===== src/rtl/dac_spi_pkg.sv =====
// Shared constants for the DAC-format SPI receiver: frame layout, command/address codes
// and controller state encoding.
package dac_spi_pkg;

  localparam int unsigned FRAME_BITS = 24;

  localparam int unsigned CMD_MSB   = 23;
  localparam int unsigned CMD_LSB   = 20;
  localparam int unsigned ADDR_MSB  = 19;
  localparam int unsigned ADDR_LSB  = 16;
  localparam int unsigned VALUE_MSB = 15;
  localparam int unsigned VALUE_LSB = 0;

  localparam logic [3:0] CMD_WRITE_N          = 4'b0000;
  localparam logic [3:0] CMD_UPDATE_N         = 4'b0001;
  localparam logic [3:0] CMD_WRITE_UPDATE_ALL = 4'b0010;
  localparam logic [3:0] CMD_WRITE_UPDATE_N   = 4'b0011;
  localparam logic [3:0] CMD_POWER_DOWN_N     = 4'b0100;
  localparam logic [3:0] CMD_NOP              = 4'b1111;

  localparam logic [3:0] ADDR_A   = 4'b0000;
  localparam logic [3:0] ADDR_B   = 4'b0001;
  localparam logic [3:0] ADDR_C   = 4'b0010;
  localparam logic [3:0] ADDR_D   = 4'b0011;
  localparam logic [3:0] ADDR_ALL = 4'b1111;

  typedef enum logic [1:0] {
    StWaitIdle,
    StIdle,
    StShift
  } state_e;

endpackage


===== src/rtl/spi_input_sync.sv =====
// Multi-flop synchronizer for a bundle of async inputs, with a trailing flop for
// single-cycle rise/fall detection on the synchronized levels.
module spi_input_sync #(
  parameter int unsigned Width = 3,
  parameter int unsigned Depth = 2
) (
  input  logic             clk,
  input  logic             reset,
  input  logic [Width-1:0] din,
  output logic [Width-1:0] level,
  output logic [Width-1:0] rise,
  output logic [Width-1:0] fall
);

  logic [Width-1:0] stage_q [Depth];
  logic [Width-1:0] prev_q;

  always_ff @(posedge clk or negedge reset) begin
    if (!reset) begin
      for (int i = 0; i < Depth; i++) stage_q[i] <= '0;
      prev_q <= '0;
    end else begin
      stage_q[0] <= din;
      for (int i = 1; i < Depth; i++) stage_q[i] <= stage_q[i-1];
      prev_q <= stage_q[Depth-1];
    end
  end

  assign level = stage_q[Depth-1];
  assign rise  = level & ~prev_q;
  assign fall  = ~level & prev_q;

endmodule


===== src/rtl/dac_spi_receiver.sv =====
// SPI target for 24-bit DAC frames: oversamples SCLK/CS/SDI, checks frame length,
// publishes decoded fields with valid/error pulses and echoes the last good frame on SDO.
module dac_spi_receiver #(
  parameter int unsigned FRAME_BITS  = dac_spi_pkg::FRAME_BITS,
  parameter int unsigned SYNC_STAGES = 2
) (
  input  logic        clk25,
  input  logic        reset,
  input  logic        spi_sclk,
  input  logic        spi_cs_n,
  input  logic        spi_sdi,
  output logic        spi_sdo,
  output logic        rx_valid,
  output logic        rx_error,
  output logic [3:0]  rx_cmd,
  output logic [3:0]  rx_addr,
  output logic [15:0] rx_value,
  output logic        rx_busy,
  output logic [15:0] frame_count
);
  import dac_spi_pkg::state_e;
  import dac_spi_pkg::StWaitIdle;
  import dac_spi_pkg::StIdle;
  import dac_spi_pkg::StShift;
  import dac_spi_pkg::CMD_MSB;
  import dac_spi_pkg::CMD_LSB;
  import dac_spi_pkg::ADDR_MSB;
  import dac_spi_pkg::ADDR_LSB;
  import dac_spi_pkg::VALUE_MSB;
  import dac_spi_pkg::VALUE_LSB;

  logic [2:0] sync_level, sync_rise, sync_fall;

  spi_input_sync #(
    .Width (3),
    .Depth (SYNC_STAGES)
  ) u_sync (
    .clk   (clk25),
    .reset (reset),
    .din   ({spi_sdi, spi_cs_n, spi_sclk}),
    .level (sync_level),
    .rise  (sync_rise),
    .fall  (sync_fall)
  );

  logic sclk_rise, sclk_fall, cs_level, cs_rise, cs_fall, sdi_level;
  assign sclk_rise = sync_rise[0];
  assign sclk_fall = sync_fall[0];
  assign cs_level  = sync_level[1];
  assign cs_rise   = sync_rise[1];
  assign cs_fall   = sync_fall[1];
  assign sdi_level = sync_level[2];

  state_e state_q, state_d;

  logic [23:0] shift_q, sdo_sr_q, echo_q;
  logic [5:0]  bit_cnt_q;
  logic        eval_q, valid_q, error_q;
  logic [3:0]  cmd_q, addr_q;
  logic [15:0] value_q, count_q;
  logic        frame_good;

  always_comb begin
    state_d = state_q;
    unique case (state_q)
      StWaitIdle: if (cs_level) state_d = StIdle;
      StIdle:     if (cs_fall)  state_d = StShift;
      StShift:    if (cs_rise)  state_d = StIdle;
      default:                  state_d = StWaitIdle;
    endcase
  end

  always_ff @(posedge clk25 or negedge reset) begin
    if (!reset) state_q <= StWaitIdle;
    else        state_q <= state_d;
  end

  assign frame_good = (bit_cnt_q == 6'(FRAME_BITS));

  always_ff @(posedge clk25 or negedge reset) begin
    if (!reset) begin
      shift_q   <= '0;
      sdo_sr_q  <= '0;
      echo_q    <= '0;
      bit_cnt_q <= '0;
      eval_q    <= 1'b0;
      valid_q   <= 1'b0;
      error_q   <= 1'b0;
      cmd_q     <= '0;
      addr_q    <= '0;
      value_q   <= '0;
      count_q   <= '0;
    end else begin
      if (state_q == StIdle && cs_fall) begin
        bit_cnt_q <= '0;
        sdo_sr_q  <= echo_q;
      end else if (state_q == StShift && !cs_rise) begin
        // A CS rise wins over a coincident SCLK edge, so shifting is gated on !cs_rise.
        if (sclk_rise) begin
          shift_q <= {shift_q[22:0], sdi_level};
          if (bit_cnt_q != '1) bit_cnt_q <= bit_cnt_q + 6'd1;
        end
        if (sclk_fall) sdo_sr_q <= {sdo_sr_q[22:0], 1'b0};
      end

      eval_q  <= (state_q == StShift) && cs_rise;
      valid_q <= eval_q && frame_good;
      error_q <= eval_q && !frame_good;

      if (eval_q && frame_good) begin
        cmd_q   <= shift_q[CMD_MSB:CMD_LSB];
        addr_q  <= shift_q[ADDR_MSB:ADDR_LSB];
        value_q <= shift_q[VALUE_MSB:VALUE_LSB];
        echo_q  <= shift_q;
        count_q <= count_q + 16'd1;
      end
    end
  end

  assign spi_sdo     = (state_q == StShift) ? sdo_sr_q[23] : 1'b0;
  assign rx_busy     = (state_q == StShift);
  assign rx_valid    = valid_q;
  assign rx_error    = error_q;
  assign rx_cmd      = cmd_q;
  assign rx_addr     = addr_q;
  assign rx_value    = value_q;
  assign frame_count = count_q;

endmodule


===== config.mk =====
export PLATFORM = sky130hd
export DESIGN_NAME = dac_spi_receiver
export DESIGN_NICKNAME = d
export VERILOG_FILES = /design/src/rtl/dac_spi_pkg.sv /design/src/rtl/spi_input_sync.sv /design/src/rtl/dac_spi_receiver.sv
export SDC_FILE = /design/constraint.sdc
export NUM_CORES = 1
export LEC_CHECK = 0
export CAP_MARGIN = 10
export CORE_MARGIN = 2
export CORE_UTILIZATION = 50
export DETAILED_ROUTE_END_ITERATION = 12
export HOLD_SLACK_MARGIN = 0.15
export PLACE_DENSITY_LB_ADDON = 0.08
export REMOVE_ABC_BUFFERS = 1
export SLEW_MARGIN = 20
export SYNTH_ARGS = -nofsm -noshare
export SYNTH_HDL_FRONTEND = slang
export SYNTH_SLANG_ARGS = --single-unit

===== constraint.sdc =====
create_clock -name clk25 -period 2.2 [get_ports clk25]
set_input_delay 0.55 -clock clk25 [delete_from_list [all_inputs] [get_ports clk25]]
set_output_delay 0.55 -clock clk25 [all_outputs]
set_load 0.02 [all_outputs]

==> results of run 1 <==
[worst paths after layout]
path | slack (ns) | depth (start not counted) | start | endpoint
worst max register to register | 0.39 | 6 | bit_cnt_q[0] | frame_count[10]
max in group asynchronous | 0.97 | 3 | reset | shift_q[13]
worst min register to register | 0.36 | 0 | u_sync.stage_q[5] | u_sync.level[2]
worst max-delay path | 0.1 | 3 | state_q[0] | spi_sdo
min in group asynchronous | 0.67 | 2 | reset | state_q[0]
worst min-delay path | 0.36 | 0 | u_sync.stage_q[5] | u_sync.level[2]
[worst register-to-register path: stages (launching register included)]
cell and delay [ns]:
dfrtp_1 0.42, inv_1 0.09, ha_1 0.20, nand4bb_1 0.19, nor4_2 0.48, nand3_1 0.16, xnor2_1 0.16
[state kept, by name, summed over array words and instances, names as in the netlist]
signal	count
rx_error	1
shift_q	24
u_sync.level	3
eval_q	1
echo_q	24
state_q	2
frame_count	16
bit_cnt_q	6
u_sync.stage_q	3
sdo_sr_q	24
u_sync.prev_q	2
rx_valid	1
[final cells by class]
cell class	count	share of cell area
clock buffers	12	0.0315
well taps	108	0.0258
clock inverters	3	0.00430
flip-flops and latches	107	0.511
inverters	5	0.00358
repair buffers	57	0.114
multi-input cells	305	0.310
[cell families (layout without fill, tap and decap cells)]
| family | count (synthesis) | count (layout) |
|---|---|---|
| AOI/OAI and AO/OA | 37 | 37 |
| xor gates and xnor gates | 16 | 16 |
| adders and majority gates | 3 | 3 |
| buffers and inverters | 25 | 77 |
| DFF | 107 | 107 |
| muxes | 24 | 24 |
| and+or+nand+nor | 225 | 225 |
[layout by cell type (no fill, tap or decap), types with 10 or more instances in the layout]
master / count
nand2_1: 183
dfrtp_1: 107
clkdlybuf4s50_1: 45
o21ai_1: 25
mux2i_1: 24
clkbuf_8: 12
xnor2_1: 11
nand3_1: 10
[power groups by stage]
| stage | sequential, mW | clock (mW) | combinational [mW] |
|---|---|---|---|
| after floorplan | 2.05 | 0 | 0.0658 |
| after global placement | 2.05 | 0 | 0.148 |
| after detailed placement | 2.06 | 0 | 0.152 |
| after CTS | 2.02 | 1.17 | 0.152 |
| after global routing | 2.02 | 1.25 | 0.169 |
| final | 2.02 | 1.14 | 0.147 |
[repair_timing]
| action | in CTS | in global routing |
|---|---|---|
| endpoints found under the hold margin | 30 | 0 |
| endpoints found under the setup margin | 2 | 0 |
| setup buffers | 0 | 0 |
| hold buffers | 1 | 0 |
| resized for setup | 2 | 0 |
[layer usage]
layer  vias up  global-route usage  routed length (µm)
met2        37               0.298                3860
met3         9              0.0265                 172
met1      1458               0.263                3860
met4         0              0.0673                 120
li1       1516                   -                   -
met5         -                   0                   0
[stage by stage]
stage | worst slack, ns | power (mW)
global route | 0.0260 | 3.44
CTS | 0.0852 | 3.34
global placement | 0.238 | 2.20
floorplan | -0.716 | 2.12
finish | 0.0964 | 3.30
detailed placement | 0.220 | 2.21
==> impl_metrics.yaml, run 1 <==
layout:
  drive_gt1_frac: 0.0634
  fillers: 765
  ff_latch_area_um2: 2680
  finalInstanceArea_um2: 5240
  area_growth_pct: 18.7
  nNetsFinal: 493
  num_antenna_cells: 0
  multi_input_area_um2: 1620
  utilization: 0.606
  final_cells: 597
sta:
  finalCriticalPeriod_ns: 2.10
  tns_ns: 0
  drv_slew: 0
  relSlewSlack: 0.673
  hold_viol: 0
  rsz0062_at_grt: "false"
  fin_crit_sh: 0.956
  fmax_mhz: 475
  finClkSkew_ns: 0.0106
  setup_viol: 0
  hold_ws_ns: 0.358
  tightest_slew_ns: 0.490
power_and_ir_drop:
  sequentialPowerShare: 0.612
  p_int_mw: 2.54
  p_switching_mw: 0.760
  power_frac_comb: 0.044
  swShare: 0.230
  power.leakage_nw: 2.50
  power_density_nw_per_um2: 630
  p_clk_frac: 0.344
  peakVddDrop_mv: 0.314
clock_network:
  cts-root-buf: "clkbuf_8"
  clock_latency_ns: 0.36
  cts_tree: "built"
  clock_path_buffers: 2
  h-tree-depth: 3
  numClockSinks: 107
  numCtsBuffers: 9
  cts.clk_slew.worst_paths_ns: 0.09
yosys:
  synth_area_per_cell_um2: 10.1
  ys_types: 38
  ys_seq_elements: 107
  yosys-top-cells-area: "dfrtp_1 61%, nand2_1 16%, mux2i_1 5.4%, o21ai_1 2.8%, xnor2_1 2.2%"
  synth_top_area_frac: 0.607
  yosys.area_share.simple: 0.226
  synth_fa_ha_area_frac: 0.00851
  synth_edf_count: 0
  synth_warnings: 0
  synth_compound_area_frac: 0.0445
  synth_seq_area_share: 0.607
  synthFlopType: "dfrtp_1"
  yosysTopAreaCell: "dfrtp_1"
  synth-async-reset-ratio: 1.00
  synth_common_cells: "183 x nand2_1, 107 x dfrtp_1, 25 x o21ai_1, 24 x mux2i_1, 11 x xnor2_1"
  syn_inst: 437
  synth_top_family_by_area: "simple AND/OR/NAND/NOR gates"
  synth_most_common_cell: "nand2_1"
  syn-cell-area_um2: 4410
  synth.mux.area_fraction: 0.0545
  synth_xor_area_frac: 0.0318
global_route:
  grt_max_degree: 52
  grt_pass1_vias: 3055
  groute.usage.overall: 0.187
  grt_antenna_before_repair: 0
  grt_overflow: 0
  grt_pass1_wl_mm: 14.6
setup_path:
  required_ns: 1.65
  critPathCaptureType: "primary output"
  cp_slowest_cell: "dfrtp_1"
  path_cells: "and2b_4 > and2_1 > dlygate4sd2_1"
  setup.worst_path.class: "register to primary output"
  path_buf_inv: 1
  startpoint_type: "register"
  crit_path_max_incr_delay_ns: 0.43
  crit_family: "simple AND/OR/NAND/NOR gates"
  cp.arrival_ns: 1.55
  worstPathMaxFanout: 7
routing:
  vias: 3020
  drc: 0
  vias_per_cell: 5.06
  wl_mm: 8.01
  drtIter0Drc: 101
  drt-pass1-iter-count: 4
  post_drt_wl_per_cell_um: 13.4
  ant_nets: 0
die:
  core_area_um2: 8640
  fp.dieW_um: 97.9
  initial_core_util: 0.511
  rows: 34
  fp.dieArea_um2: 9590
  die_h_um: 97.9
  top_level_ports: 49
placement:
  io_buffers: 48
  routabilityCongestion: 0.795
  hpwl_mm: 5.36
  dp_cells: 581
  place_area_um2: 5040
job:
  drv_cap: 0
hold_path:
  worstHoldPathType: "register to register"
status:
  outcome: "finished clean"
No activity file was read; power rests on OpenSTA's default activity.
==> inputs of run 2 (changes only) <==
REMOVE_ABC_BUFFERS = unset   (was 1)
==> run 2 against run 1 <==
Wire length increased by 2.8%; global-route usage decreased by 0.34 points; die area unchanged; sequential power about the same; via count increased by 2.5%; critical endpoint unchanged; clock skew increased by 0.0012 ns.
==> impl_metrics.yaml, run 2 (synthesized netlist as in run 1, its figures left out) <==
status:
  outcome: "finished clean"
routing:
  vias: 3094
  drc: 0
  drt-pass1-iter-count: 5
  ant_nets: 0
  wl_mm: 8.24
  drtIter0Drc: 187
  vias_per_cell: 5.17
  post_drt_wl_per_cell_um: 13.8
job:
  drv_cap: 0
layout:
  layout_common_cells: "183 x nand2_1, 107 x dfrtp_1, 45 x clkdlybuf4s50_1, 25 x o21ai_1, 24 x mux2i_1"
  ff_latch_area_um2: 2680
  fillers: 757
  largestRegisters: "echo_q x24, sdo_sr_q x24, shift_q x24"
  multi_input_area_um2: 1620
  area_growth_pct: 18.3
  final_common_cell: "nand2_1"
  drive_gt1_frac: 0.0672
  num_antenna_cells: 0
  nNetsFinal: 494
sta:
  drv_slew: 0
  fmax_mhz: 473
  tns_ns: 0
  relSlewSlack: 0.677
  fin_crit_sh: 0.960
  hold_viol: 0
  finalCriticalPeriod_ns: 2.11
  setup_viol: 0
  worst_slack_ns: 0.0879
  rsz0062_at_grt: "false"
  tightest_slew_ns: 0.481
  finClkSkew_ns: 0.0118
power_and_ir_drop:
  sequentialPowerShare: 0.610
  p_switching_mw: 0.809
  power.leakage_nw: 2.51
  peakVddDrop_mv: 0.352
  power_frac_comb: 0.044
  power_density_nw_per_um2: 633
  p_int_mw: 2.50
  swShare: 0.245
  p_clk_frac: 0.346
placement:
  io_buffers: 48
  hpwl_mm: 5.35
  routabilityCongestion: 0.791
  dp_slack_ns: 0.212
setup_path:
  path_buf_inv: 1
  cp.arrival_ns: 1.56
  crit_path_max_incr_delay_ns: 0.43
  setup.worst_path.class: "register to primary output"
  crit_family: "simple AND/OR/NAND/NOR gates"
  critPathCaptureType: "primary output"
  cp_slowest_cell: "dfrtp_1"
  startpoint_type: "register"
  worstPathMaxFanout: 7
  path_cells: "and2b_4 > and2_1 > dlygate4sd2_1"
  required_ns: 1.65
die:
  top_level_ports: 49
  fp.dieArea_um2: 9590
  core_area_um2: 8640
  fp.dieW_um: 97.9
  die_h_um: 97.9
  rows: 34
  initial_core_util: 0.511
clock_network:
  numCtsBuffers: 9
  cts_tree: "built"
  h-tree-depth: 3
  clock_path_buffers: 2
  cts.clk_slew.worst_paths_ns: 0.10
  numClockSinks: 107
  clock_latency_ns: 0.37
  cts-root-buf: "clkbuf_8"
global_route:
  grt_antenna_before_repair: 0
  grt_pass1_vias: 3001
  grt_overflow: 0
  grt_pass1_wl_mm: 14.3
  grt_max_degree: 52
  groute.usage.overall: 0.183
yosys:
  syn_nets: 445
hold_path:
  worstHoldPathType: "register to register"
-- run 2: changes by cell type in the layout (fill, tap and decap cells not counted), sizes merged --
cell and change:
clkinv +4, inv +2, clkinvlp -3, clkbuf -2, buf +1
-- run 2: power by group through the flow --
stage                     Sequential (mW)  Clock, mW  Combinational [mW]
final                                2.02       1.14               0.145
after global routing                 2.02       1.24               0.168
after CTS                            2.02       1.17               0.150
after detailed placement             2.06          0               0.149
after global placement               2.05          0               0.147
after floorplan                      2.05          0              0.0729
-- run 2: worst register-to-register path, stage by stage, from the launching register on --
cell and delay (ns):
dfrtp_1 0.42, inv_1 0.09, ha_1 0.18, nand4bb_1 0.20, or2_1 0.38, nor4_2 0.34, xor2_1 0.17
-- run 2: per-stage QoR --
step	area, µm²	total power [mW]	hold slack [ns]	std cells	utilization
5_1_grt	5220	3.44	0.376	599	0.604
6_report	5220	3.31	0.363	599	0.604
3_5_place_dp	5020	2.21	0.342	582	0.582
2_1_floorplan	4410	2.12	0.254	437	-
3_3_place_gp	5020	2.20	0.336	582	0.582
4_1_cts	5220	3.34	0.366	599	0.604
-- run 2: layer usage --
layer,part of all wire,vias to the layer above,GRT usage
met3,0.029,11,0.0308
met5,0,-,0
met2,0.46,51,0.286
li1,-,1524,-
met4,0.015,0,0.0716
met1,0.49,1508,0.259
-- run 2: final cells by class --
cell class	count	area share
Tap cell	108	0.0259
Multi-Input combinational cell	305	0.311
Clock buffer	10	0.0264
Clock inverter	6	0.00935
Inverter	5	0.00360
Sequential cell	107	0.513
Timing Repair Buffer	58	0.111
-- run 2: path summary, 6_finish.rpt --
check                                  startpoint         endpoint  slack [ns]  depth (start not counted)
worst min-delay path            u_sync.stage_q[5]  u_sync.level[2]        0.36                          0
worst max-delay path                   state_q[0]          spi_sdo        0.09                          3
worst min register to register  u_sync.stage_q[5]  u_sync.level[2]        0.36                          0
max in group asynchronous                   reset      shift_q[17]        1.04                          3
worst max register to register       bit_cnt_q[0]   frame_count[7]        0.35                          6
min in group asynchronous                   reset     bit_cnt_q[2]        0.62                          2
-- run 2: repair_timing --
action | CTS | global route
buffers inserted | 0 | 0
hold buffers | 1 | 0
endpoints found under the hold margin | 22 | 0
endpoints found under the setup margin | 2 | 0
resized for setup | 2 | 0
